<file path="src/rtl/relu_stream_ctrl.sv">
// Streaming ReLU over IEEE-style sign/exponent/mantissa words with job control.
// Single registered output stage gives one-cycle latency and full 1/cycle throughput.
module relu_stream_ctrl #(
    parameter int unsigned I_EXP  = 8,
    parameter int unsigned I_MNT  = 23,
    parameter int unsigned I_DATA = I_EXP + I_MNT + 1,
    parameter int unsigned LEN_W  = 16
) (
    input  logic              clk,
    input  logic              rst,
    input  logic              start,
    input  logic [LEN_W-1:0]  len,
    input  logic              in_valid,
    input  logic [I_DATA-1:0] in_data,
    output logic              in_ready,
    output logic              out_valid,
    output logic [I_DATA-1:0] out_data,
    input  logic              out_ready,
    output logic              busy,
    output logic              done,
    output logic [LEN_W-1:0]  neg_cnt
);

    localparam int unsigned SignBit = I_DATA - 1;

    typedef enum logic [1:0] {StIdle, StRun, StDone} state_e;

    state_e state_q, state_d;

    logic [LEN_W-1:0]  len_q, len_d;
    logic [LEN_W-1:0]  in_cnt_q, in_cnt_d;
    logic [LEN_W-1:0]  out_cnt_q, out_cnt_d;
    logic [LEN_W-1:0]  neg_cnt_q, neg_cnt_d;
    logic              out_valid_q, out_valid_d;
    logic [I_DATA-1:0] out_data_q, out_data_d;

    logic start_acc;
    logic in_xfer;
    logic out_xfer;
    logic last_out;
    logic stage_free;

    assign start_acc  = (state_q == StIdle) & start;
    assign stage_free = ~out_valid_q | out_ready;
    assign in_xfer    = in_valid & in_ready;
    assign out_xfer   = out_valid_q & out_ready;
    // len_q >= 1 whenever RUN is entered, so len_q - 1 never underflows here
    assign last_out   = out_xfer & (out_cnt_q == (len_q - LEN_W'(1)));

    // State register
    always_ff @(posedge clk or posedge rst) begin
        if (rst) begin
            state_q <= StIdle;
        end else begin
            state_q <= state_d;
        end
    end

    // Next-state logic
    always_comb begin
        state_d = state_q;
        unique case (state_q)
            StIdle: begin
                if (start) begin
                    state_d = (len == '0) ? StDone : StRun;
                end
            end
            StRun: begin
                if (last_out) begin
                    state_d = StDone;
                end
            end
            StDone:  state_d = StIdle;
            default: state_d = StIdle;
        endcase
    end

    // Outputs decoded from state
    always_comb begin
        busy     = (state_q == StRun);
        done     = (state_q == StDone);
        in_ready = (state_q == StRun) & (in_cnt_q < len_q) & stage_free;
    end

    // Counters and output stage next-state
    always_comb begin
        len_d       = len_q;
        in_cnt_d    = in_cnt_q;
        out_cnt_d   = out_cnt_q;
        neg_cnt_d   = neg_cnt_q;
        out_valid_d = out_valid_q;
        out_data_d  = out_data_q;

        if (start_acc) begin
            len_d     = len;
            in_cnt_d  = '0;
            out_cnt_d = '0;
            neg_cnt_d = '0;
        end else begin
            if (in_xfer) begin
                in_cnt_d = in_cnt_q + LEN_W'(1);
                if (in_data[SignBit]) begin
                    neg_cnt_d = neg_cnt_q + LEN_W'(1);
                end
            end
            if (out_xfer) begin
                out_cnt_d = out_cnt_q + LEN_W'(1);
            end
        end

        // A new element overwrites the stage in the same cycle the old one leaves
        if (in_xfer) begin
            out_valid_d = 1'b1;
            out_data_d  = in_data[SignBit] ? '0 : in_data;
        end else if (out_xfer) begin
            out_valid_d = 1'b0;
        end
    end

    always_ff @(posedge clk or posedge rst) begin
        if (rst) begin
            len_q       <= '0;
            in_cnt_q    <= '0;
            out_cnt_q   <= '0;
            neg_cnt_q   <= '0;
            out_valid_q <= 1'b0;
            out_data_q  <= '0;
        end else begin
            len_q       <= len_d;
            in_cnt_q    <= in_cnt_d;
            out_cnt_q   <= out_cnt_d;
            neg_cnt_q   <= neg_cnt_d;
            out_valid_q <= out_valid_d;
            out_data_q  <= out_data_d;
        end
    end

    assign out_valid = out_valid_q;
    assign out_data  = out_data_q;
    assign neg_cnt   = neg_cnt_q;

endmodule

</file>
<file path="config.mk">
export PLATFORM = sky130hd
export DESIGN_NAME = relu_stream_ctrl
export DESIGN_NICKNAME = d
export VERILOG_FILES = /design/src/rtl/relu_stream_ctrl.sv
export SDC_FILE = /design/constraint.sdc
export NUM_CORES = 1
export LEC_CHECK = 0
export CELL_PAD_IN_SITES_DETAIL_PLACEMENT = 1
export CELL_PAD_IN_SITES_GLOBAL_PLACEMENT = 1
export CORE_UTILIZATION = 40
export DETAILED_ROUTE_END_ITERATION = 12
export PLACE_DENSITY_LB_ADDON = 0.1
export SYNTH_ARGS = -nofsm -noshare
export SYNTH_HDL_FRONTEND = slang
export SYNTH_SLANG_ARGS = --single-unit
</file>
<file path="constraint.sdc">
create_clock -name clk -period 4 [get_ports clk]
set_input_delay 0.8 -clock clk [delete_from_list [all_inputs] [get_ports clk]]
set_output_delay 0.8 -clock clk [all_outputs]
set_load 0.05 [all_outputs]
</file>
Word-level counts from Yosys, hierarchy flattened:

Cells that the tools add are included.

* logic and storage cells: 47
* output and inout port bits: 52
* flip-flop bits (word level): 99

* equal/unequal tests: 5
* bitwise gates (word level): 8
* $lt $le $gt $ge: 1
* multiplexer cells: 14
* add/sub/neg operators: 4
* reductions and logical operators: 8

Operators by type and width (count)
* $mux 16: 7
* $add 16x1->16 const B: 3
* $mux 31: 1
* $eq 16x16->1: 1
* $logic_not 16->1: 1
* $lt 16x16->1: 1
* $sub 16x1->16 const B: 1
* $reduce_bool 2->1: 4
* $and 1x1->1: 6
* $mux 2: 3
* $pmux 2 s2: 1
* $reduce_and 2->1: 2
* $eq 2x1->1 const B: 1
* $eq 2x2->1 const B: 1
* $logic_not 2->1: 1
* $mux 1: 2
* $ne 2x1->1 const B: 1
* $ne 2x2->1 const B: 1
* $not 1->1: 1
* $or 1x1->1: 1

Longest topological paths before layout:

Gate-level depths: netlist of the first run.

* word-level depth: 6
* mapped depth: 10
* gate-level depth less buffers: 9

Worst setup path before layout of the first run:

No wires, ideal clock.

* path type: register to output
* start: reg len_q[6]
* end: out in_ready
* buffers on the path: 1
* stages on the path, launching flop included: 9
* slack: 0.909 ns
* arrival time: 2.291 ns
* cells stage by stage: dfrtp_1 > inv_1 > ha_1 > a21o_1 > a221o_1 > nand2_1 > o2111ai_1 > inv_1 > buf_1

* cells in the longest elaborated chain, start to end: 3

Ends and longest elaborated chain
* start, declared: RTL line 30 `logic [LEN_W-1:0] len_q, len_d;`
* start signal, assigned: RTL line 129 `len_q <= len_d;`
* $lt 16x16->1: RTL line 82 `in_ready = (state_q == StRun) & (in_cnt_q < len_q) & stage_free;`
* $and 1x1->1 (2 in series): RTL line 82
* end, declared: RTL line 15 `output logic in_ready,`

No other way between the ends.

Worst setup path in the final report of the first run:

Same ends and word-level chain as after synthesis.

==> flow_metrics.env, run 1 <==
export IMPL_setup_viol=0
export IMPL_seq_power_share=0.440
export IMPL_antenna_found_initial=0
export IMPL_setup_tns_ns=0
export IMPL_rsz0062_at_grt="no"
export IMPL_diodes=0
export IMPL_h_tree_depth=3
export IMPL_critPathArrivalTime_ns=2.45
export IMPL_ir_drop_mv=0.342
export IMPL_row_count=42
export IMPL_gp_congestion=0.881
export IMPL_finClkSkew_ns=0.00866
export IMPL_regToRegSetupSlack_ns=0.94
export IMPL_drt_iter0_drc=279
export IMPL_p_per_area_mw_per_mm2=392
export IMPL_crit_type="flip-flop to output pin"
export IMPL_cts_tree="yes"
export IMPL_syn_avg_cell_area_um2=8.84
export IMPL_synth_seq_cells=98
export IMPL_power_internal_uw=1800
export IMPL_cts_root_buf="clkbuf_16"
export IMPL_fmax_mhz=308
export IMPL_cts_hold_fix_buffers=0
export IMPL_critPathRequiredTime_ns=3.20
export IMPL_wl_met3_um=581
export IMPL_wl_um=16100
export IMPL_grt_pass1_wl_um=26700
export IMPL_end_kind="output pin"
export IMPL_synth_top_flop_cell="dfrtp_1"
export IMPL_grt_max_degree=51
export IMPL_p_clk_frac=0.297
export IMPL_switching_share=0.351
export IMPL_wl_met1_um=7110
export IMPL_period_needed_ns=3.25
export IMPL_overflow=0
export IMPL_p_switching_uw=973
export IMPL_initial_utilization=0.417
export IMPL_port_buffers=103
export IMPL_die_h_um=120
export IMPL_grtUsageTotal=0.235
export IMPL_routedWlPerCell_um=17.9
export IMPL_dr_wl_met2_um=7990
export IMPL_drive_gt1_frac=0.0498
export IMPL_dieWidth_um=120
export IMPL_synth_top_family_by_area="simple AND/OR/NAND/NOR gates"
export IMPL_dp_slack_ns=0.624
export IMPL_maxCapViolations=0
export IMPL_hpwl_um=11600
export IMPL_tightest_slew_ns=1.20
export IMPL_hold_viol_final=0
export IMPL_clockBufferDepth=2
export IMPL_synth_compound_area_frac=0.156
export IMPL_via_per_inst=5.61
export IMPL_status="complete, no violations"
export IMPL_drcViolationCount=0
export IMPL_coreArea_mm2=0.0135
export IMPL_share_comb_of_total_power=0.263
export IMPL_antenna_left=0
export IMPL_crit_path_max_fanout=9
export IMPL_async_flop_share=1.00
export IMPL_synthAdderAreaFrac=0.0424
export IMPL_power_leakage_uw=0.00321
export IMPL_synth_largest_area_cell="dfrtp_1"
export IMPL_synth_nets=706
export IMPL_start_kind="flip-flop"
export IMPL_clk_pin_slew_ns=0.07
export IMPL_cts_resized_gates=0
export IMPL_fin_ws_ns=0.753
export IMPL_clk_latency_ns=0.36
export IMPL_synth_cells=634
export IMPL_areaGrowthSynthToFinish_pct=26.2
export IMPL_clock_sinks=98
export IMPL_synthTopCellsByArea="dfrtp_1, o21ai_0, nand2_1"
export IMPL_relSlewSlack=0.199
export IMPL_holdCritPathClass="flip-flop to flip-flop"
export IMPL_die_area_mm2=0.0145
export IMPL_fin_nets=791
export IMPL_period_share=0.812
export IMPL_cts_made_buffers=9
export IMPL_syn_area_mm2=0.00561
export IMPL_synth_seq_area_share=0.437
export IMPL_synth_xor_area_share=0.0500
export IMPL_ioPinCount=105
export IMPL_synth_edf_count=0
export IMPL_drv_slew=0
export IMPL_grt_pass1_vias=5293
export IMPL_yosys_warnings=0
export IMPL_drt_pass1_iterations=4
export IMPL_postCtsSetupRepairBufs=0
export IMPL_synth_cell_types=53
export IMPL_highest_layer="met4"
export IMPL_vias=5040
export IMPL_synth_simple_gate_area_share=0.236
export IMPL_synth_mux_area_frac=0.0357
export IMPL_power_uw=2770
export IMPL_synth_top_area_frac=0.437
[final timing paths]
check,depth (start not counted),end,startpoint
worst max-delay path,8,in_ready,len_q[6]$_DFFE_PP0P_
worst min-delay path,2,out_data[28]$_DFFE_PP0P_,out_data[28]$_DFFE_PP0P_
worst max register to register,9,out_data[7]$_DFFE_PP0P_,len_q[6]$_DFFE_PP0P_
worst min register to register,2,out_data[28]$_DFFE_PP0P_,out_data[28]$_DFFE_PP0P_
max in group asynchronous,3,out_data[20]$_DFFE_PP0P_,rst
min in group asynchronous,2,len_q[7]$_DFFE_PP0P_,rst
[layout make-up]
cell class / count / area [um^2]
Clock inverter: 5 / 40.0
Clock buffer: 10 / 229
Multi-Input combinational cell: 476 / 2930
Sequential cell: 98 / 2450
Fill cell: 1616 / 6380
Tap cell: 176 / 220
Timing Repair Buffer: 111 / 1110
Inverter: 23 / 88.8
[placed cells by master, fill, tap and decap left out, types with 12 or more instances in the layout]
master,Yosys,routed
inv_1,23,22
o21ai_0,87,87
mux2i_1,20,20
nor2_1,32,32
nor3_1,12,12
ha_1,19,19
xor2_1,15,15
nand2_1,98,98
nand2b_1,21,21
nand3_1,18,18
xnor2_1,17,17
clkdlybuf4s50_1,0,102
dfrtp_1,98,98
and3_1,12,12
nand4_1,18,18
[Yosys cell counts (3+ instances only)]
library cell / number
dfrtp_1: 98
nand2_1: 98
o21ai_0: 87
nor2_1: 32
clkbuf_1: 30
inv_1: 23
nand2b_1: 21
mux2i_1: 20
ha_1: 19
nand3_1: 18
nand4_1: 18
xnor2_1: 17
xor2_1: 15
and3_1: 12
nor3_1: 12
a21oi_1: 11
a31oi_1: 11
a41o_1: 9
nor4_1: 8
or3_1: 6
or4_1: 6
and4_1: 5
nor2b_1: 4
o211ai_1: 4
or2_2: 4
and2_1: 3
buf_1: 3
buf_2: 3
o211a_1: 3
o21a_1: 3
[cells by family after synthesis]
family / Yosys count
AO/OA/AOI/OAI: 145
XOR/XNOR: 32
adder cells (fa/ha/maj): 19
buffers and inverters: 60
flip-flops: 98
multiplexers: 20
other: 1
AND/OR/NAND/NOR: 259
[worst max-delay path, stage by stage, from the launching register on]
cell and delay (ns):
dfrtp_1 0.45, inv_1 0.11, ha_1 0.32, a21o_1 0.19, a221o_1 0.35, nand2_1 0.10
o2111ai_2 0.12, inv_1 0.29, buf_12 0.18
[power by group through the flow]
stage	clock (uW)	combinational (uW)	sequential [uW]
final	824	730	1220
after global routing	878	788	1240
after CTS	849	740	1220
after detailed placement	0	735	1240
after global placement	0	713	1230
after floorplan	0	261	1420
[through the flow]
| step | hold slack (ns) | utilization | instance area [um^2] | instances |
|---|---|---|---|---|
| after floorplan | 0.500 | - | 5610 | 634 |
| after global placement | 0.490 | 0.506 | 6800 | 884 |
| after detailed placement | 0.502 | 0.506 | 6800 | 884 |
| after CTS | 0.519 | 0.526 | 7070 | 899 |
| after global routing | 0.544 | 0.526 | 7070 | 899 |
| final | 0.512 | 0.526 | 7070 | 899 |
[per-layer routing]
| layer | vias to the layer above | track usage |
|---|---|---|
| met5 | - | 0 |
| met4 | 0 | 0.101 |
| met3 | 26 | 0.0387 |
| met2 | 96 | 0.402 |
| met1 | 2503 | 0.294 |
| li1 | 2415 | - |
[state kept, by name (all words and copies together) (netlist names)]
register / flops
neg_cnt: 16
out_valid: 1
len_q: 16
out_cnt_q: 16
state_q: 2
out_data: 31
in_cnt_q: 16
(Power assumes the default switching activity.)
==> run 2: changes to the inputs <==
==> constraint.sdc (replaced) <==
create_clock -name clk -period 3.36 [get_ports clk]
set_input_delay 0.672 -clock clk [delete_from_list [all_inputs] [get_ports clk]]
set_output_delay 0.672 -clock clk [all_outputs]
set_load 0.05 [all_outputs]
==> run 2 against run 1 <==
  * Non-clock buffer count up 7
  * First-iteration DRC count down 4.3%
  * Clock power up 26%
  * Count of clock-buffer cells in the layout up 2
  * Critical endpoint unchanged
  * Critical path type unchanged
  * Via count up 2.6%
  * Sequential share of layout area down 0.34 points
  * Critical path depth unchanged
==> flow_metrics.env, run 2 (synthesis gave the netlist of run 1 again) <==
export IMPL_share_comb_of_total_power=0.260
export IMPL_antenna_left=0
export IMPL_end_kind="output pin"
export IMPL_power_uw=3380
export IMPL_postCtsSetupRepairBufs=0
export IMPL_final_area_mm2=0.00714
export IMPL_grtUsageTotal=0.244
export IMPL_cpMaxStageDelayCell="dfrtp_1"
export IMPL_drt_pass1_iterations=4
export IMPL_overflow=0
export IMPL_worst_path_most_repeated_cell="inv_1"
export IMPL_drv_slew=0
export IMPL_finClkSkew_ns=0.0114
export IMPL_switching_share=0.343
export IMPL_instances_no_fill=907
export IMPL_largest_reg_flops=31
export IMPL_coreArea_mm2=0.0135
export IMPL_clockBufferDepth=2
export IMPL_drt_iter0_drc=267
export IMPL_initial_utilization=0.417
export IMPL_placed_cells=891
export IMPL_dieWidth_um=120
export IMPL_fmax_mhz=322
export IMPL_die_area_mm2=0.0145
export IMPL_clk_pin_slew_ns=0.07
export IMPL_layout_commonest_cell="clkdlybuf4s50_1"
export IMPL_p_per_area_mw_per_mm2=473
export IMPL_hold_viol_final=0
export IMPL_setup_viol=0
export IMPL_areaGrowthSynthToFinish_pct=27.4
export IMPL_start_kind="flip-flop"
export IMPL_worstPathCellList="inv_1, ha_1, nand4_1, nor3_1, nand3_1, o2111ai_2, inv_1, buf_12"
export IMPL_critPathRequiredTime_ns=2.69
export IMPL_h_tree_depth=3
export IMPL_crit_path_max_fanout=5
export IMPL_port_buffers=103
export IMPL_cts_tree="yes"
export IMPL_power_internal_uw=2220
export IMPL_wl_um=16700
export IMPL_layout_common_cells="clkdlybuf4s50_1, nand2_1, dfrtp_1"
export IMPL_routedWlPerCell_um=18.4
export IMPL_clk_latency_ns=0.35
export IMPL_grt_max_degree=45
export IMPL_period_share=0.924
export IMPL_postLayoutCoreUtil=0.531
export IMPL_cts_resized_gates=0
export IMPL_cts_made_buffers=9
export IMPL_startpoint="len_q[13]$_DFFE_PP0P_"
export IMPL_power_leakage_uw=0.00326
export IMPL_diodes=0
export IMPL_r2r_start="len_q[13]$_DFFE_PP0P_"
export IMPL_drcViolationCount=0
export IMPL_die_h_um=120
export IMPL_holdCritPathClass="flip-flop to flip-flop"
export IMPL_dpl_cell_area_mm2=0.00684
export IMPL_fin_nets=798
export IMPL_cts_hold_fix_buffers=0
export IMPL_p_clk_frac=0.308
export IMPL_vias=5169
export IMPL_seq_power_share=0.432
export IMPL_p_switching_uw=1160
export IMPL_ioPinCount=105
export IMPL_maxCapViolations=0
export IMPL_grt_pass1_wl_um=27900
export IMPL_drive_gt1_frac=0.0616
export IMPL_tightest_slew_ns=0.772
export IMPL_setup_tns_ns=0
export IMPL_hp_start="out_data[20]$_DFFE_PP0P_"
export IMPL_ir_drop_mv=0.407
export IMPL_row_count=42
export IMPL_crit_path_max_incr_delay_ns=0.46
export IMPL_relSlewSlack=0.484
export IMPL_gp_congestion=0.859
export IMPL_antenna_found_initial=0
export IMPL_via_per_inst=5.70
export IMPL_grt_pass1_vias=5580
export IMPL_hpwl_um=12200
export IMPL_status="complete, no violations"
export IMPL_regToRegSetupSlack_ns=0.59
export IMPL_crit_type="flip-flop to output pin"
export IMPL_critPathArrivalTime_ns=2.43
export IMPL_cts_root_buf="clkbuf_16"
export IMPL_period_needed_ns=3.11
export IMPL_clock_sinks=98
export IMPL_rsz0062_at_grt="no"
==> run 2: cell types whose count changed in the layout (fill, tap and decap cells not counted) <==
cell	change
clkbuf_1	-1
inv_6	+1
clkbuf_8	+3
clkinv_4	-1
clkinvlp_4	-1
buf_12	-1
buf_4	+8
==> run 2: worst max-delay path: cells and delay by family, from the launching register on <==
family | cells | cell delay (ns)
AND/OR/NAND/NOR | 3 | 0.58
buffers and inverters | 3 | 0.48
flip-flops | 1 | 0.46
adder cells (fa/ha/maj) | 1 | 0.34
AO/OA/AOI/OAI | 1 | 0.22
==> run 2: worst paths after layout <==
| check | to | cells past startpoint |
|---|---|---|
| setup / recovery | in_ready | 8 |
| hold / removal | out_data[20]$_DFFE_PP0P_ | 2 |
| setup reg to reg | out_data[13]$_DFFE_PP0P_ | 11 |
| hold reg to reg | out_data[20]$_DFFE_PP0P_ | 2 |
| max in group asynchronous | in_cnt_q[2]$_DFFE_PP0P_ | 3 |
| min in group asynchronous | len_q[9]$_DFFE_PP0P_ | 2 |
==> run 2: per-layer routing <==
| layer | GRT usage | part of all wire | vias up | wire (um) |
|---|---|---|---|---|
| met2 | 0.438 | 0.51 | 102 | 8600 |
| met1 | 0.292 | 0.43 | 2617 | 7240 |
| met5 | 0 | 0 | - | 0 |
| li1 | - | - | 2427 | - |
| met4 | 0.0640 | 0.012 | 0 | 203 |
| met3 | 0.0566 | 0.041 | 23 | 685 |
==> run 2: power by group through the flow <==
stage,Combinational [uW],Clock (uW),Sequential [uW]
final,878,1040,1460
after global routing,950,1110,1480
after CTS,890,1070,1460
after detailed placement,886,0,1480
after global placement,853,0,1470
after floorplan,311,0,1690
==> run 2: stage by stage <==
step           setup WS, ns  hold slack (ns)
4_1_cts               0.278            0.515
3_3_place_gp          0.561            0.489
5_1_grt              0.0858            0.549
2_1_floorplan         0.126            0.500
6_report              0.254            0.508
3_5_place_dp          0.517            0.507
==> run 2: layout make-up <==
class                           count  area (um^2)
Clock inverter                      4         32.5
Sequential cell                    98         2450
Inverter                           23         88.8
Fill cell                        1614         6310
Clock buffer                       12          267
Timing Repair Buffer              118         1150
Tap cell                          176          220
Multi-Input combinational cell    476         2930
==> run 3: changes to the inputs <==
--- a/config.mk
+++ b/config.mk
@@ -9,6 +9,7 @@
 export CELL_PAD_IN_SITES_GLOBAL_PLACEMENT = 1
 export CORE_UTILIZATION = 40
 export DETAILED_ROUTE_END_ITERATION = 12
+export MAX_ROUTING_LAYER = met4
 export PLACE_DENSITY_LB_ADDON = 0.1
 export SYNTH_ARGS = -nofsm -noshare
 export SYNTH_HDL_FRONTEND = slang
==> run 3 against run 2 <==
  * Combinational power about the same
  * Flip-flop and latch count unchanged
  * Clock power about the same
  * Clock skew about the same
  * First-iteration DRC count up 6.0%
  * Design area unchanged
  * Fmax about the same
  * Worst setup slack about the same
  * Critical path type unchanged
  * Largest power group unchanged
  * Highest routed layer unchanged
==> flow_metrics.env, run 3 (synthesis gave the netlist of run 1 again) <==
export IMPL_drt_pass1_iterations=4
export IMPL_gp_congestion=0.873
export IMPL_power_leakage_uw=0.00326
export IMPL_clock_sinks=98
export IMPL_grtUsageTotal=0.251
export IMPL_die_h_um=120
export IMPL_fmax_mhz=322
export IMPL_cts_hold_fix_buffers=0
export IMPL_h_tree_depth=3
export IMPL_diodes=0
export IMPL_drt_iter0_drc=283
export IMPL_start_kind="flip-flop"
export IMPL_seq_power_share=0.432
export IMPL_rsz0062_at_grt="no"
export IMPL_worstPathCellList="inv_1, ha_1, nand4_1, nor3_1, nand3_1, o2111ai_2, inv_1, buf_12"
export IMPL_whs_ns=0.510
export IMPL_cts_made_buffers=9
export IMPL_dp_slack_ns=0.517
export IMPL_regArea_mm2=0.00245
export IMPL_share_comb_of_total_power=0.260
export IMPL_critPathArrivalTime_ns=2.43
export IMPL_postCtsSetupRepairBufs=0
export IMPL_period_needed_ns=3.11
export IMPL_dieWidth_um=120
export IMPL_finClkSkew_ns=0.0110
export IMPL_switching_share=0.344
export IMPL_areaGrowthSynthToFinish_pct=27.4
export IMPL_grt_pass1_wl_um=27900
export IMPL_end_kind="output pin"
export IMPL_vias=5180
export IMPL_status="complete, no violations"
export IMPL_fin_ws_ns=0.254
export IMPL_cts_root_buf="clkbuf_16"
export IMPL_initial_utilization=0.417
export IMPL_multi_input_area_mm2=0.00293
export IMPL_routedWlPerCell_um=18.5
export IMPL_relSlewSlack=0.488
export IMPL_row_count=42
export IMPL_layout_common_cells="clkdlybuf4s50_1, nand2_1, dfrtp_1"
export IMPL_r2r_end="out_data[13]$_DFFE_PP0P_"
export IMPL_nFillCells=1614
export IMPL_crit_path_max_fanout=5
export IMPL_drive_gt1_frac=0.0616
export IMPL_antenna_left=0
export IMPL_period_share=0.924
export IMPL_wl_um=16800
export IMPL_clk_latency_ns=0.35
export IMPL_hold_end="out_data[20]$_DFFE_PP0P_"
export IMPL_clk_pin_slew_ns=0.07
export IMPL_fin_nets=798
export IMPL_ioPinCount=105
export IMPL_p_switching_uw=1160
export IMPL_clockBufferDepth=2
export IMPL_tightest_slew_ns=0.765
export IMPL_cpMaxStageDelayCell="dfrtp_1"
export IMPL_holdCritPathClass="flip-flop to flip-flop"
export IMPL_cts_resized_gates=0
export IMPL_postLayoutCoreUtil=0.531
export IMPL_overflow=0
export IMPL_die_area_mm2=0.0145
export IMPL_maxCapViolations=0
export IMPL_grt_pass1_vias=5577
export IMPL_crit_path_max_incr_delay_ns=0.46
export IMPL_ir_drop_mv=0.407
export IMPL_antenna_found_initial=0
export IMPL_worst_path_most_repeated_cell="inv_1"
export IMPL_p_clk_frac=0.308
export IMPL_r2r_start="len_q[13]$_DFFE_PP0P_"
export IMPL_cts_tree="yes"
export IMPL_drcViolationCount=0
export IMPL_hpwl_um=12200
export IMPL_largest_reg_flops=31
export IMPL_grt_max_degree=45
export IMPL_setup_viol=0
export IMPL_layout_commonest_cell="clkdlybuf4s50_1"
export IMPL_critPathRequiredTime_ns=2.69
export IMPL_min_path_cells=2
export IMPL_crit_type="flip-flop to output pin"
export IMPL_regToRegSetupSlack_ns=0.58
export IMPL_setup_tns_ns=0
export IMPL_hp_start="out_data[20]$_DFFE_PP0P_"
export IMPL_reg2reg_depth=11
export IMPL_drv_slew=0
export IMPL_port_buffers=103
export IMPL_via_per_inst=5.71
export IMPL_hold_viol_final=0
export IMPL_coreArea_mm2=0.0135
export IMPL_power_internal_uw=2220
export IMPL_p_per_area_mw_per_mm2=473
run 3: cell counts in the layout (fill, tap and decap cells not counted):
No cell type changed its count.
run 3: layout make-up:
class / instances / area share
timing repair buffer: 118 / 0.161
inverter: 23 / 0.0124
sequential: 98 / 0.343
multi-input combinational: 476 / 0.410
clock buffer: 12 / 0.0373
tap: 176 / 0.0308
clock inverter: 4 / 0.00455
run 3: worst max-delay path: cells and delay by family (launching register included):
family                     cells  cell delay [ns]
and+or+nand+nor                3             0.58
buffers and inverters          3             0.48
DFF                            1             0.46
adders and majority gates      1             0.34
AOI/OAI and AO/OA              1             0.22
run 3: power by group through the flow:
stage	registers (uW)	clock network, uW	logic, uW
3_3_place_gp	1470	0	853
6_report	1460	1040	878
5_1_grt	1480	1110	951
2_1_floorplan	1690	0	311
3_5_place_dp	1480	0	886
4_1_cts	1460	1070	890
run 3: stage by stage:
| stage | total power, uW | area [um^2] | std cells |
|---|---|---|---|
| floorplan | 2000 | 5610 | 634 |
| global placement | 2320 | 6840 | 891 |
| CTS | 3420 | 7140 | 907 |
| detailed placement | 2360 | 6840 | 891 |
| finish | 3380 | 7140 | 907 |
| global route | 3540 | 7140 | 907 |
run 3: worst max-delay path by stage:
stage / from / endpoint / slack, ns / cells after the start
3_5_place_dp: out_ready / neg_cnt[9]$_DFFE_PP0P_ / 0.52 / 8
6_report: len_q[13]$_DFFE_PP0P_ / in_ready / 0.25 / 8
5_1_grt: len_q[13]$_DFFE_PP0P_ / in_ready / 0.09 / 8
2_1_floorplan: rst / in_cnt_q[0]$_DFFE_PP0P_ / 0.13 / 1
3_3_place_gp: out_ready / in_cnt_q[12]$_DFFE_PP0P_ / 0.56 / 8
4_1_cts: len_q[13]$_DFFE_PP0P_ / in_ready / 0.28 / 8
run 3: layer usage:
| metal | wire length (um) | share of wire | global-route usage |
|---|---|---|---|
| met1 | 7270 | 0.43 | 0.295 |
| met2 | 8650 | 0.52 | 0.438 |
| met3 | 660 | 0.039 | 0.0524 |
| met4 | 197 | 0.012 | 0.0640 |
| met5 | 0 | 0 | - |
